## src/rtl/scratchpad_mem_arbiter_if.sv

```systemverilog
// Bus bundle between NREQ scratchpad reload controllers, the arbiter and the host streaming port.
// master = arbiter view, slave = requester/host environment view.
interface scratchpad_mem_arbiter_if #(
  parameter int NREQ  = 2,
  parameter int IDX_W = 2
);
  logic [NREQ-1:0]      req_read_enable;
  logic [NREQ-1:0]      req_write_enable;
  logic [64*NREQ-1:0]   req_read_addr;
  logic [64*NREQ-1:0]   req_write_addr;
  logic [64*NREQ-1:0]   req_read_size;
  logic [64*NREQ-1:0]   req_write_size;
  logic [NREQ-1:0]      req_finish_read;
  logic [NREQ-1:0]      req_finish_write;
  logic [32*NREQ-1:0]   req_write_data;
  logic [NREQ-1:0]      req_read_ready;
  logic [NREQ-1:0]      req_write_ready;
  logic [31:0]          req_read_data;
  logic [63:0]          read_ready;
  logic [63:0]          write_ready;
  logic [31:0]          read_data;
  logic                 read_enable;
  logic                 write_enable;
  logic                 finish_read;
  logic                 finish_write;
  logic [63:0]          read_addr;
  logic [63:0]          write_addr;
  logic [63:0]          read_size_output;
  logic [63:0]          write_size;
  logic [31:0]          write_data;
  logic                 grant_valid;
  logic [IDX_W-1:0]     grant_idx;

  modport master (
    input  req_read_enable, req_write_enable, req_read_addr, req_write_addr,
           req_read_size, req_write_size, req_finish_read, req_finish_write,
           req_write_data, read_ready, write_ready, read_data,
    output req_read_ready, req_write_ready, req_read_data, read_enable, write_enable,
           finish_read, finish_write, read_addr, write_addr, read_size_output,
           write_size, write_data, grant_valid, grant_idx
  );

  modport slave (
    output req_read_enable, req_write_enable, req_read_addr, req_write_addr,
           req_read_size, req_write_size, req_finish_read, req_finish_write,
           req_write_data, read_ready, write_ready, read_data,
    input  req_read_ready, req_write_ready, req_read_data, read_enable, write_enable,
           finish_read, finish_write, read_addr, write_addr, read_size_output,
           write_size, write_data, grant_valid, grant_idx
  );
endinterface

```

## src/rtl/scratchpad_mem_arbiter.sv

```systemverilog
// Round-robin, whole-burst arbiter sharing one host streaming port among NREQ reload controllers.
// Define ARB_STATS_EN to add per-requester grant_count / wait_cycles counters.
module scratchpad_mem_arbiter #(
  parameter int NREQ  = 2,
  parameter int IDX_W = 2
) (
  input  logic                      clk,
  input  logic                      reset,
  scratchpad_mem_arbiter_if.master  bus
`ifdef ARB_STATS_EN
  ,
  output logic [32*NREQ-1:0]        grant_count,
  output logic [32*NREQ-1:0]        wait_cycles
`endif
);
  typedef enum logic [1:0] {IDLE, GRANT_RD, GRANT_WR, RELEASE} state_t;

  state_t           state_reg;
  logic [IDX_W-1:0] rr_ptr_reg;
  logic [IDX_W-1:0] grant_idx_reg;
  logic             grant_valid_reg;

  logic [NREQ-1:0]  cand;
  logic             pick_found;
  logic             pick_wr;
  logic [IDX_W-1:0] pick_idx;

  logic [NREQ-1:0]  own_sel;
  logic             own_rd_en, own_wr_en, own_fin_rd, own_fin_wr;
  logic [63:0]      own_raddr, own_waddr, own_rsize, own_wsize;
  logic [31:0]      own_wdata;

  genvar gi;
  generate
    for (gi = 0; gi < NREQ; gi++) begin : g_cand
      assign cand[gi] = bus.req_read_enable[gi] | bus.req_write_enable[gi];
    end
  endgenerate

  // First candidate after the last winner, modulo NREQ.
  always_comb begin
    pick_found = 1'b0;
    pick_wr    = 1'b0;
    pick_idx   = '0;
    for (int k = 1; k <= NREQ; k++) begin
      for (int i = 0; i < NREQ; i++) begin
        if (!pick_found && cand[i] && (i == (int'(rr_ptr_reg) + k) % NREQ)) begin
          pick_found = 1'b1;
          pick_idx   = IDX_W'(i);
          pick_wr    = bus.req_write_enable[i];
        end
      end
    end
  end

  always_comb begin
    own_sel    = '0;
    own_rd_en  = 1'b0;
    own_wr_en  = 1'b0;
    own_fin_rd = 1'b0;
    own_fin_wr = 1'b0;
    own_raddr  = '0;
    own_waddr  = '0;
    own_rsize  = '0;
    own_wsize  = '0;
    own_wdata  = '0;
    for (int i = 0; i < NREQ; i++) begin
      if (grant_idx_reg == IDX_W'(i)) begin
        own_sel[i] = 1'b1;
        own_rd_en  = bus.req_read_enable[i];
        own_wr_en  = bus.req_write_enable[i];
        own_fin_rd = bus.req_finish_read[i];
        own_fin_wr = bus.req_finish_write[i];
        own_raddr  = bus.req_read_addr[64*i +: 64];
        own_waddr  = bus.req_write_addr[64*i +: 64];
        own_rsize  = bus.req_read_size[64*i +: 64];
        own_wsize  = bus.req_write_size[64*i +: 64];
        own_wdata  = bus.req_write_data[32*i +: 32];
      end
    end
  end

  always_ff @(posedge clk) begin
    if (reset) begin
      state_reg       <= IDLE;
      rr_ptr_reg      <= IDX_W'(NREQ - 1);
      grant_idx_reg   <= '0;
      grant_valid_reg <= 1'b0;
    end else begin
      case (state_reg)
        IDLE: begin
          if (pick_found) begin
            grant_idx_reg   <= pick_idx;
            rr_ptr_reg      <= pick_idx;
            grant_valid_reg <= 1'b1;
            // Write first: a flush must land before the refill that follows it.
            state_reg       <= pick_wr ? GRANT_WR : GRANT_RD;
          end
        end
        GRANT_RD: begin
          if (!own_rd_en) begin
            state_reg       <= RELEASE;
            grant_valid_reg <= 1'b0;
          end
        end
        GRANT_WR: begin
          if (!own_wr_en) begin
            state_reg       <= RELEASE;
            grant_valid_reg <= 1'b0;
          end
        end
        default: state_reg <= IDLE;
      endcase
    end
  end

  logic in_rd, in_wr;
  assign in_rd = (state_reg == GRANT_RD);
  assign in_wr = (state_reg == GRANT_WR);

  assign bus.read_enable      = in_rd & own_rd_en;
  assign bus.finish_read      = in_rd & own_fin_rd;
  assign bus.read_addr        = in_rd ? own_raddr : 64'd0;
  assign bus.read_size_output = in_rd ? own_rsize : 64'd0;
  assign bus.write_enable     = in_wr & own_wr_en;
  assign bus.finish_write     = in_wr & own_fin_wr;
  assign bus.write_addr       = in_wr ? own_waddr : 64'd0;
  assign bus.write_size       = in_wr ? own_wsize : 64'd0;
  assign bus.write_data       = in_wr ? own_wdata : 32'd0;
  assign bus.req_read_ready   = (in_rd && bus.read_ready == 64'd1) ? own_sel : '0;
  assign bus.req_write_ready  = (in_wr && bus.write_ready == 64'd1) ? own_sel : '0;
  assign bus.req_read_data    = bus.read_data;
  assign bus.grant_valid      = grant_valid_reg;
  assign bus.grant_idx        = grant_idx_reg;

`ifdef ARB_STATS_EN
  generate
    for (gi = 0; gi < NREQ; gi++) begin : g_stats
      logic [31:0] grant_cnt_reg;
      logic [31:0] wait_cnt_reg;
      always_ff @(posedge clk) begin
        if (reset) begin
          grant_cnt_reg <= '0;
          wait_cnt_reg  <= '0;
        end else begin
          if (state_reg == IDLE && pick_found && pick_idx == IDX_W'(gi))
            grant_cnt_reg <= grant_cnt_reg + 32'd1;
          if (cand[gi] && !(grant_valid_reg && grant_idx_reg == IDX_W'(gi)))
            wait_cnt_reg <= wait_cnt_reg + 32'd1;
        end
      end
      assign grant_count[32*gi +: 32] = grant_cnt_reg;
      assign wait_cycles[32*gi +: 32] = wait_cnt_reg;
    end
  endgenerate
`endif
endmodule

```

## src/flat_wrapper.sv

```systemverilog
// flat-port wrapper written by rule: the top's interface ports become plain ports
module scratchpad_mem_arbiter_flat 
#(
  parameter int NREQ  = 2,
  parameter int IDX_W = 2
)
  (clk, reset, bus_req_read_enable, bus_req_write_enable, bus_req_read_addr, bus_req_write_addr, bus_req_read_size, bus_req_write_size, bus_req_finish_read, bus_req_finish_write, bus_req_write_data, bus_read_ready, bus_write_ready, bus_read_data, bus_req_read_ready, bus_req_write_ready, bus_req_read_data, bus_read_enable, bus_write_enable, bus_finish_read, bus_finish_write, bus_read_addr, bus_write_addr, bus_read_size_output, bus_write_size, bus_write_data, bus_grant_valid, bus_grant_idx);
  scratchpad_mem_arbiter_if #(.NREQ(NREQ), .IDX_W(IDX_W)) bus_i ();
  input  logic clk;
  input  logic reset;
  input wire logic [$bits(bus_i.req_read_enable)-1:0] bus_req_read_enable;
  input wire logic [$bits(bus_i.req_write_enable)-1:0] bus_req_write_enable;
  input wire logic [$bits(bus_i.req_read_addr)-1:0] bus_req_read_addr;
  input wire logic [$bits(bus_i.req_write_addr)-1:0] bus_req_write_addr;
  input wire logic [$bits(bus_i.req_read_size)-1:0] bus_req_read_size;
  input wire logic [$bits(bus_i.req_write_size)-1:0] bus_req_write_size;
  input wire logic [$bits(bus_i.req_finish_read)-1:0] bus_req_finish_read;
  input wire logic [$bits(bus_i.req_finish_write)-1:0] bus_req_finish_write;
  input wire logic [$bits(bus_i.req_write_data)-1:0] bus_req_write_data;
  input wire logic [$bits(bus_i.read_ready)-1:0] bus_read_ready;
  input wire logic [$bits(bus_i.write_ready)-1:0] bus_write_ready;
  input wire logic [$bits(bus_i.read_data)-1:0] bus_read_data;
  output wire logic [$bits(bus_i.req_read_ready)-1:0] bus_req_read_ready;
  output wire logic [$bits(bus_i.req_write_ready)-1:0] bus_req_write_ready;
  output wire logic [$bits(bus_i.req_read_data)-1:0] bus_req_read_data;
  output wire logic [$bits(bus_i.read_enable)-1:0] bus_read_enable;
  output wire logic [$bits(bus_i.write_enable)-1:0] bus_write_enable;
  output wire logic [$bits(bus_i.finish_read)-1:0] bus_finish_read;
  output wire logic [$bits(bus_i.finish_write)-1:0] bus_finish_write;
  output wire logic [$bits(bus_i.read_addr)-1:0] bus_read_addr;
  output wire logic [$bits(bus_i.write_addr)-1:0] bus_write_addr;
  output wire logic [$bits(bus_i.read_size_output)-1:0] bus_read_size_output;
  output wire logic [$bits(bus_i.write_size)-1:0] bus_write_size;
  output wire logic [$bits(bus_i.write_data)-1:0] bus_write_data;
  output wire logic [$bits(bus_i.grant_valid)-1:0] bus_grant_valid;
  output wire logic [$bits(bus_i.grant_idx)-1:0] bus_grant_idx;
  assign bus_i.req_read_enable = bus_req_read_enable;
  assign bus_i.req_write_enable = bus_req_write_enable;
  assign bus_i.req_read_addr = bus_req_read_addr;
  assign bus_i.req_write_addr = bus_req_write_addr;
  assign bus_i.req_read_size = bus_req_read_size;
  assign bus_i.req_write_size = bus_req_write_size;
  assign bus_i.req_finish_read = bus_req_finish_read;
  assign bus_i.req_finish_write = bus_req_finish_write;
  assign bus_i.req_write_data = bus_req_write_data;
  assign bus_i.read_ready = bus_read_ready;
  assign bus_i.write_ready = bus_write_ready;
  assign bus_i.read_data = bus_read_data;
  assign bus_req_read_ready = bus_i.req_read_ready;
  assign bus_req_write_ready = bus_i.req_write_ready;
  assign bus_req_read_data = bus_i.req_read_data;
  assign bus_read_enable = bus_i.read_enable;
  assign bus_write_enable = bus_i.write_enable;
  assign bus_finish_read = bus_i.finish_read;
  assign bus_finish_write = bus_i.finish_write;
  assign bus_read_addr = bus_i.read_addr;
  assign bus_write_addr = bus_i.write_addr;
  assign bus_read_size_output = bus_i.read_size_output;
  assign bus_write_size = bus_i.write_size;
  assign bus_write_data = bus_i.write_data;
  assign bus_grant_valid = bus_i.grant_valid;
  assign bus_grant_idx = bus_i.grant_idx;
  scratchpad_mem_arbiter #(.NREQ(NREQ), .IDX_W(IDX_W)) u_core (.clk(clk), .reset(reset), .bus(bus_i));
endmodule
```

## config.mk

```make
export PLATFORM = sky130hd
export DESIGN_NAME = scratchpad_mem_arbiter_flat
export DESIGN_NICKNAME = d
export VERILOG_FILES = /design/src/rtl/scratchpad_mem_arbiter_if.sv /design/src/rtl/scratchpad_mem_arbiter.sv /design/src/flat_wrapper.sv
export SDC_FILE = /design/constraint.sdc
export NUM_CORES = 1
export LEC_CHECK = 0
export CELL_PAD_IN_SITES_DETAIL_PLACEMENT = 1
export CELL_PAD_IN_SITES_GLOBAL_PLACEMENT = 2
export CORE_AREA = 4 4 417 419
export CTS_BUF_LIST = sky130_fd_sc_hd__clkbuf_8
export DETAILED_ROUTE_END_ITERATION = 10
export DIE_AREA = 0 0 421 423
export GPL_ROUTABILITY_DRIVEN = 0
export GPL_TIMING_DRIVEN = 0
export PLACE_DENSITY = 0.47
export SLEW_MARGIN = 25
export SYNTH_ARGS = -nofsm -noshare
export SYNTH_HDL_FRONTEND = slang
export SYNTH_SLANG_ARGS = --single-unit
```

## constraint.sdc

```tcl
create_clock -name clk -period 2.15 [get_ports clk]
set_input_delay 0.43 -clock clk [delete_from_list [all_inputs] [get_ports clk]]
set_output_delay 0.43 -clock clk [all_outputs]
set_load 0.02 [all_outputs]
```

==> impl_metrics.py, run 1 <==
metrics = {
    "run_status": {
        "outcome": "finished, violations left",
        "violations": "negative setup slack",
    },
    "setup_path": {
        "rrSetupSlack_ps": 290,
        "cp_max_fo": 2,
        "cp-start-kind": "input port",
        "r2r_start": "u_core.state_reg[0]",
        "required_ps": 1720,
        "critPathKind": "input port to output pin",
        "r2r-end": "u_core.state_reg[1]",
        "worstPathArrival_ps": 2070,
        "r2r_cells": 10,
        "end_kind": "output pin",
    },
    "power": {
        "power.total_uw": 23400,
        "leakagePower_uw": 0.00896,
        "powerDensity_nw_per_um2": 919,
        "ir_drop_uv": 311,
    },
    "final_layout": {
        "largest_reg_flops": 2,
        "drive_above_1_share_pct": 50.2,
        "fin_area_um2": 25400,
        "area_delta_synth_final_pct": 390,
        "fin_util_pct": 14.9,
        "final_nets": 2760,
    },
    "detailed_routing": {
        "num_vias": 11200,
        "drcViolationCount": 0,
        "firstDrtPassIters": 4,
        "wirelength_mm": 116,
        "wl_per_cell_um": 27.2,
        "via_per_inst": 2.64,
        "drt-initial-drc-count": 325,
        "postRouteAntennaNets": 0,
    },
    "floorplan": {
        "die_w_um": 421,
        "die-area_um2": 178000,
        "rows": 152,
        "initial_utilization_pct": 3.04,
        "io_pins": 1077,
        "core_um2": 171000,
        "die_height_um": 423,
    },
    "cts": {
        "clk_pin_slew_ps": 40,
        "clock_latency_ps": 220,
        "cts_max_level": 1,
        "cts.sinks": 5,
        "cts.path.max_buffers": 2,
        "cts-root-buf": "clkbuf_8",
        "cts_tree": "built",
        "cts_made_buffers": 3,
    },
    "grt": {
        "grt_max_degree": 11,
        "grt_pass1_wl_mm": 141,
        "grt-ovfl-total": 0,
        "globalRouteTotalUtil_pct": 12.2,
        "grtUsageMet3_pct": 3.92,
        "antenna_found_initial": 57,
        "globalRouteMet2Util_pct": 23.1,
        "grt_pass1_vias": 11800,
        "grt_busiest_layer": "met2",
        "grt_use_met1_pct": 13.9,
    },
    "logic_synthesis": {
        "ys_ff_latch": 5,
        "synth_area_um2": 5190,
        "avgSynthCellArea_um2": 6.73,
        "seq_area_frac_synth_pct": 1.93,
        "synth_fp_nets": 1522,
        "ys.warnings.count": 0,
        "synthCells": 772,
        "ys_types": 34,
    },
    "worst_hold_path": {
        "min_to": "u_core.bus.grant_valid",
        "min_path_type": "flop to flop",
        "min_from": "u_core.bus.grant_valid",
        "min_delay_path_depth": 2,
    },
    "sta": {
        "clock-skew-final_ps": 1.89,
        "max_freq_mhz": 401,
        "setup_slack_ps": -347,
        "slew_violations": 0,
        "max_slew_margin_pct": 65.6,
        "rsz0062_at_grt": "yes",
        "setup_viol": 215,
        "period_share_pct": 116,
        "worst_hold_slack_ps": 555,
        "tightest_slew_ps": 514,
        "period_minus_slack_ps": 2500,
        "hold_viol": 0,
    },
    "run": {
        "maxCapViolCount": 0,
    },
    "placement": {
        "port_buffers": 1043,
        "place_area_um2": 18500,
        "detailed_place_hpwl_mm": 101,
    },
}
## layer usage
metal | up-vias | part of all wire [%]
met1 | 5370 | 37
met2 | 562 | 53
met4 | 18 | 1.6
met5 | - | 0.099
li1 | 5176 | -
met3 | 106 | 8.5
## Yosys cell counts
library cell    n  area share [%]
a21o_1          1            0.14
ha_1            4            0.96
a21oi_1         2            0.19
nand4_1         7            0.84
nand2_1         1           0.072
a32oi_1         1            0.17
or2_2           2            0.24
nand2b_1        1            0.12
nand3_1         2            0.19
a31oi_1         1            0.12
a22oi_1         1            0.14
buf_4          33             4.8
mux2i_1       292              56
a211o_1         1            0.17
a211oi_1        1            0.14
nor4bb_1        1            0.19
nand3b_1        1            0.14
a311oi_1        1            0.17
conb_1          1           0.072
inv_1           4            0.29
nor2_1        300              22
nor4b_1         2            0.34
inv_2           1           0.072
nor3_1          5            0.48
dfxtp_1         5             1.9
o2bb2ai_1       2            0.34
or4_1           2            0.29
buf_2          32             3.1
or3_1           3            0.36
o22a_1          1            0.17
o21ai_0         2            0.19
o221ai_1        1            0.17
nor4_1         26             3.1
clkbuf_1       32             2.3
## cell usage in the layout, fill, tap and decap left out, drive strengths merged, types with 2 or more instances in the layout
cell type	count
nor4b	2
or2	2
ha	4
nor2	300
clkdlybuf4s15	4
nor3	5
clkinv	3
o21ai	2
inv	4
nor4	26
mux2i	292
clkbuf	36
nand3	2
o2bb2ai	2
clkdlybuf4s50	683
dlymetal6s2s	13
buf	558
diode	15
nand4	7
or3	3
dlygate4sd2	38
dfxtp	5
or4	2
a21oi	2
## power by group
part / total, uW / switching (uW) / internal [uW]
Sequential: 204 / 53.5 / 151
Combinational: 23000 / 11400 / 11600
Clock: 167 / 44.7 / 122
Total: 23400 / 11500 / 11900
## how the worst max path moves through the flow
| stage | startpoint | end |
|---|---|---|
| floorplan | bus_read_ready[16] | bus_req_read_ready[0] |
| global placement | bus_write_ready[56] | bus_req_write_ready[1] |
| detailed placement | u_core.state_reg[0] | bus_write_addr[2] |
| CTS | u_core.state_reg[0] | bus_req_write_ready[1] |
| global route | u_core.state_reg[0] | bus_req_write_ready[0] |
| finish | bus_write_ready[26] | bus_req_write_ready[1] |
## worst max-delay path: stages
cell and delay [ps]:
clkdlybuf4s50_1 470, nor4_2 270, nand4_1 200, or3_4 410, nor3_4 140, buf_6 140
## cells by family after synthesis
family / after synthesis / share of synthesized area (%)
and+or+nand+nor: 353 / 28.1
muxes: 292 / 56.3
buffers and inverters: 102 / 10.5
AOI/OAI and AO/OA: 15 / 2.12
DFF: 5 / 1.93
adders and majority gates: 4 / 0.964
other: 1 / 0.0722
## timing repair
item,4_1_cts,5_1_grt
cloned,24,7
pin swaps,65,106
hold buffers,0,0
resized for setup,2184,859
endpoints found under the setup margin,300,279
buffers inserted,99,88
## through the flow
stage          setup TNS, ps  worst slack [ps]  instances
3_5_place_dp         -384030             -2180       4050
5_1_grt               -35980              -414       4244
3_3_place_gp         -527700             -3000       4048
4_1_cts               -25780              -332       4175
2_1_floorplan          -53.9             -27.0        772
6_report              -16980              -347       4257
## layout make-up
type                            instances  area [um2]
Clock buffer                            3        41.3
Sequential cell                         5         111
Fill cell                           19700      145000
Timing Repair Buffer                 1246       13300
Antenna cell                           15        37.5
Multi-Input combinational cell        665        7710
Tap cell                             2233        2790
Inverter                                5        62.6
Clock inverter                          1        3.75
Timing Repair inverter                  1        30.0
Buffer                                 83        1290
Note: power is estimated with default switching activity, not from simulation.
==> run 2, diff against run 1 <==
--- a/config.mk
+++ b/config.mk
@@ -7,10 +7,10 @@
 export LEC_CHECK = 0
 export CELL_PAD_IN_SITES_DETAIL_PLACEMENT = 1
 export CELL_PAD_IN_SITES_GLOBAL_PLACEMENT = 2
-export CORE_AREA = 4 4 417 419
+export CORE_AREA = 2 2 415 417
 export CTS_BUF_LIST = sky130_fd_sc_hd__clkbuf_8
 export DETAILED_ROUTE_END_ITERATION = 10
-export DIE_AREA = 0 0 421 423
+export DIE_AREA = 0 0 417 419
 export GPL_ROUTABILITY_DRIVEN = 0
 export GPL_TIMING_DRIVEN = 0
 export PLACE_DENSITY = 0.47
@@ -18,3 +18,4 @@
 export SYNTH_ARGS = -nofsm -noshare
 export SYNTH_HDL_FRONTEND = slang
 export SYNTH_SLANG_ARGS = --single-unit
+export TNS_END_PERCENT = 20
==> run 2 against run 1 <==
Against the previous run:
- hold slack got worse by 35 ps
- die area down 1.9%
- the flow still finishes with violations (negative setup slack)
- combinational power fell by 27%
- highest routed layer unchanged
- critical path type unchanged
- critical path depth is the same
- critical endpoint unchanged
- sequential share of layout area increased by 0.058 points
==> impl_metrics.py, run 2 (synthesized netlist as in run 1, its figures left out) <==
metrics = {
    "run_status": {
        "outcome": "finished, violations left",
        "violations": "negative setup slack",
    },
    "floorplan": {
        "rows": 152,
        "core_um2": 171000,
        "io_pins": 1077,
        "die_w_um": 417,
        "die_height_um": 419,
        "die-area_um2": 175000,
        "initial_utilization_pct": 3.04,
    },
    "sta": {
        "worst_hold_slack_ps": 520,
        "clock-skew-final_ps": 3.08,
        "hold_viol": 0,
        "setup_viol": 272,
        "period_share_pct": 157,
        "period_minus_slack_ps": 3380,
        "max_freq_mhz": 296,
        "rsz0062_at_grt": "yes",
        "max_slew_margin_pct": 44.0,
        "tns_ps": -75130,
        "setup_slack_ps": -1230,
        "tightest_slew_ps": 838,
        "slew_violations": 0,
    },
    "cts": {
        "cts.path.max_buffers": 2,
        "cts_max_level": 1,
        "cts_made_buffers": 3,
        "cts_hold_buf": 0,
        "cts-root-buf": "clkbuf_8",
        "clk_pin_slew_ps": 40,
        "clock_latency_ps": 220,
        "cts.sinks": 5,
        "cts_tree": "built",
    },
    "detailed_routing": {
        "firstDrtPassIters": 4,
        "via_per_inst": 2.56,
        "drcViolationCount": 0,
        "num_vias": 10500,
        "wl_per_cell_um": 25.5,
        "wirelength_mm": 105,
        "drt-initial-drc-count": 302,
        "postRouteAntennaNets": 0,
    },
    "setup_path": {
        "end_kind": "output pin",
        "worstPathArrival_ps": 2950,
        "slowest_stage": "nand4_1",
        "critPathKind": "input port to output pin",
        "required_ps": 1720,
        "slowest_delay_ps": 700,
        "cp_cell_sequence": "clkdlybuf4s50_1, nor4_4, nand4_1, or3_4, nor3_4, buf_6",
        "cp-start-kind": "input port",
        "cp_max_fo": 2,
    },
    "final_layout": {
        "final_nets": 2637,
        "fin_util_pct": 12.6,
        "final_cell_mix": "clkdlybuf4s50_1 (855), nor2_1 (225), mux2i_1 (196)",
        "fillerInstances": 20000,
        "area_delta_synth_final_pct": 313,
        "largest_reg_flops": 2,
        "multiInputGateArea_um2": 6190,
        "final_common_cell": "clkdlybuf4s50_1",
        "fin_cells": 4123,
        "drive_above_1_share_pct": 28.3,
        "seqCellArea_um2": 106,
    },
    "grt": {
        "grt-ovfl-total": 0,
        "antenna_found_initial": 63,
        "grt_max_degree": 11,
        "grt_pass1_vias": 11000,
        "grt_pass1_wl_mm": 127,
        "globalRouteTotalUtil_pct": 11.3,
    },
    "placement": {
        "port_buffers": 1043,
        "dp_cells": 4049,
        "detailed_place_hpwl_mm": 96.8,
    },
    "worst_hold_path": {
        "min_path_type": "flop to flop",
    },
    "power": {
        "powerDensity_nw_per_um2": 802,
        "leakagePower_uw": 0.00730,
        "power.total_uw": 17200,
        "ir_drop_uv": 232,
    },
    "run": {
        "maxCapViolCount": 0,
    },
}
run 2: cell count changes in the layout (fill, tap and decap cells not counted), sizes merged:
| cell | delta |
|---|---|
| clkdlybuf4s15 | +6 |
| clkinvlp | +1 |
| diode | -11 |
| buf | -275 |
| clkinv | -2 |
| dlymetal6s2s | -8 |
| dlygate4sd2 | -23 |
| clkdlybuf4s50 | +172 |
| clkbuf | +6 |
run 2: layer usage:
metal | up-vias | routed length (um) | global-route usage [%]
met3 | 126 | 8070 | 3.43
met5 | - | 270 | 0
met2 | 550 | 56000 | 21.6
met4 | 40 | 728 | 0.325
met1 | 4925 | 40200 | 12.9
li1 | 4894 | - | -
run 2: worst paths after layout:
| check | startpoint | endpoint | slack, ps | cells after the start |
|---|---|---|---|---|
| worst min-delay path | u_core.bus.grant_valid | u_core.bus.grant_valid | 520 | 2 |
| worst min register to register | u_core.bus.grant_valid | u_core.bus.grant_valid | 520 | 2 |
| worst max register to register | u_core.bus.grant_idx[0] | u_core.bus.grant_valid | 400 | 6 |
| worst max-delay path | bus_write_ready[48] | bus_req_write_ready[1] | -1230 | 6 |
run 2: final cells by class:
type                            instances  share of cell area [%]
Clock inverter                          1                  0.0175
Tap cell                             2233                    13.0
Inverter                                5                   0.175
Clock buffer                            3                   0.192
Buffer                                 95                    6.09
Sequential cell                         5                   0.496
Antenna cell                            4                  0.0466
Multi-Input combinational cell        665                    28.8
Timing Repair Buffer                 1112                    51.1
run 2: metrics by stage:
step           cell area (um2)  setup slack (ps)
6_report                 21500             -1230
5_1_grt                  21500             -1120
4_1_cts                  20400             -1070
3_5_place_dp             18500             -2300
3_3_place_gp             18400             -4360
2_1_floorplan             5200             -27.0
run 2: power breakdown:
group / switching [uW] / internal [uW]
clock network: 49.4 / 123
registers: 52.6 / 144
logic: 8880 / 7970
total: 8990 / 8230
run 2: worst max-delay path, delay by kind of cell:
kind	cells	cell delay (ps)
and+or+nand+nor	4	1900
buffers and inverters	2	600
run 2: repair_timing:
action | CTS | global route
cloned | 3 | 1
resized for setup | 792 | 616
setup endpoints to repair | 300 | 296
buffers inserted | 35 | 30
pin swaps | 19 | 17
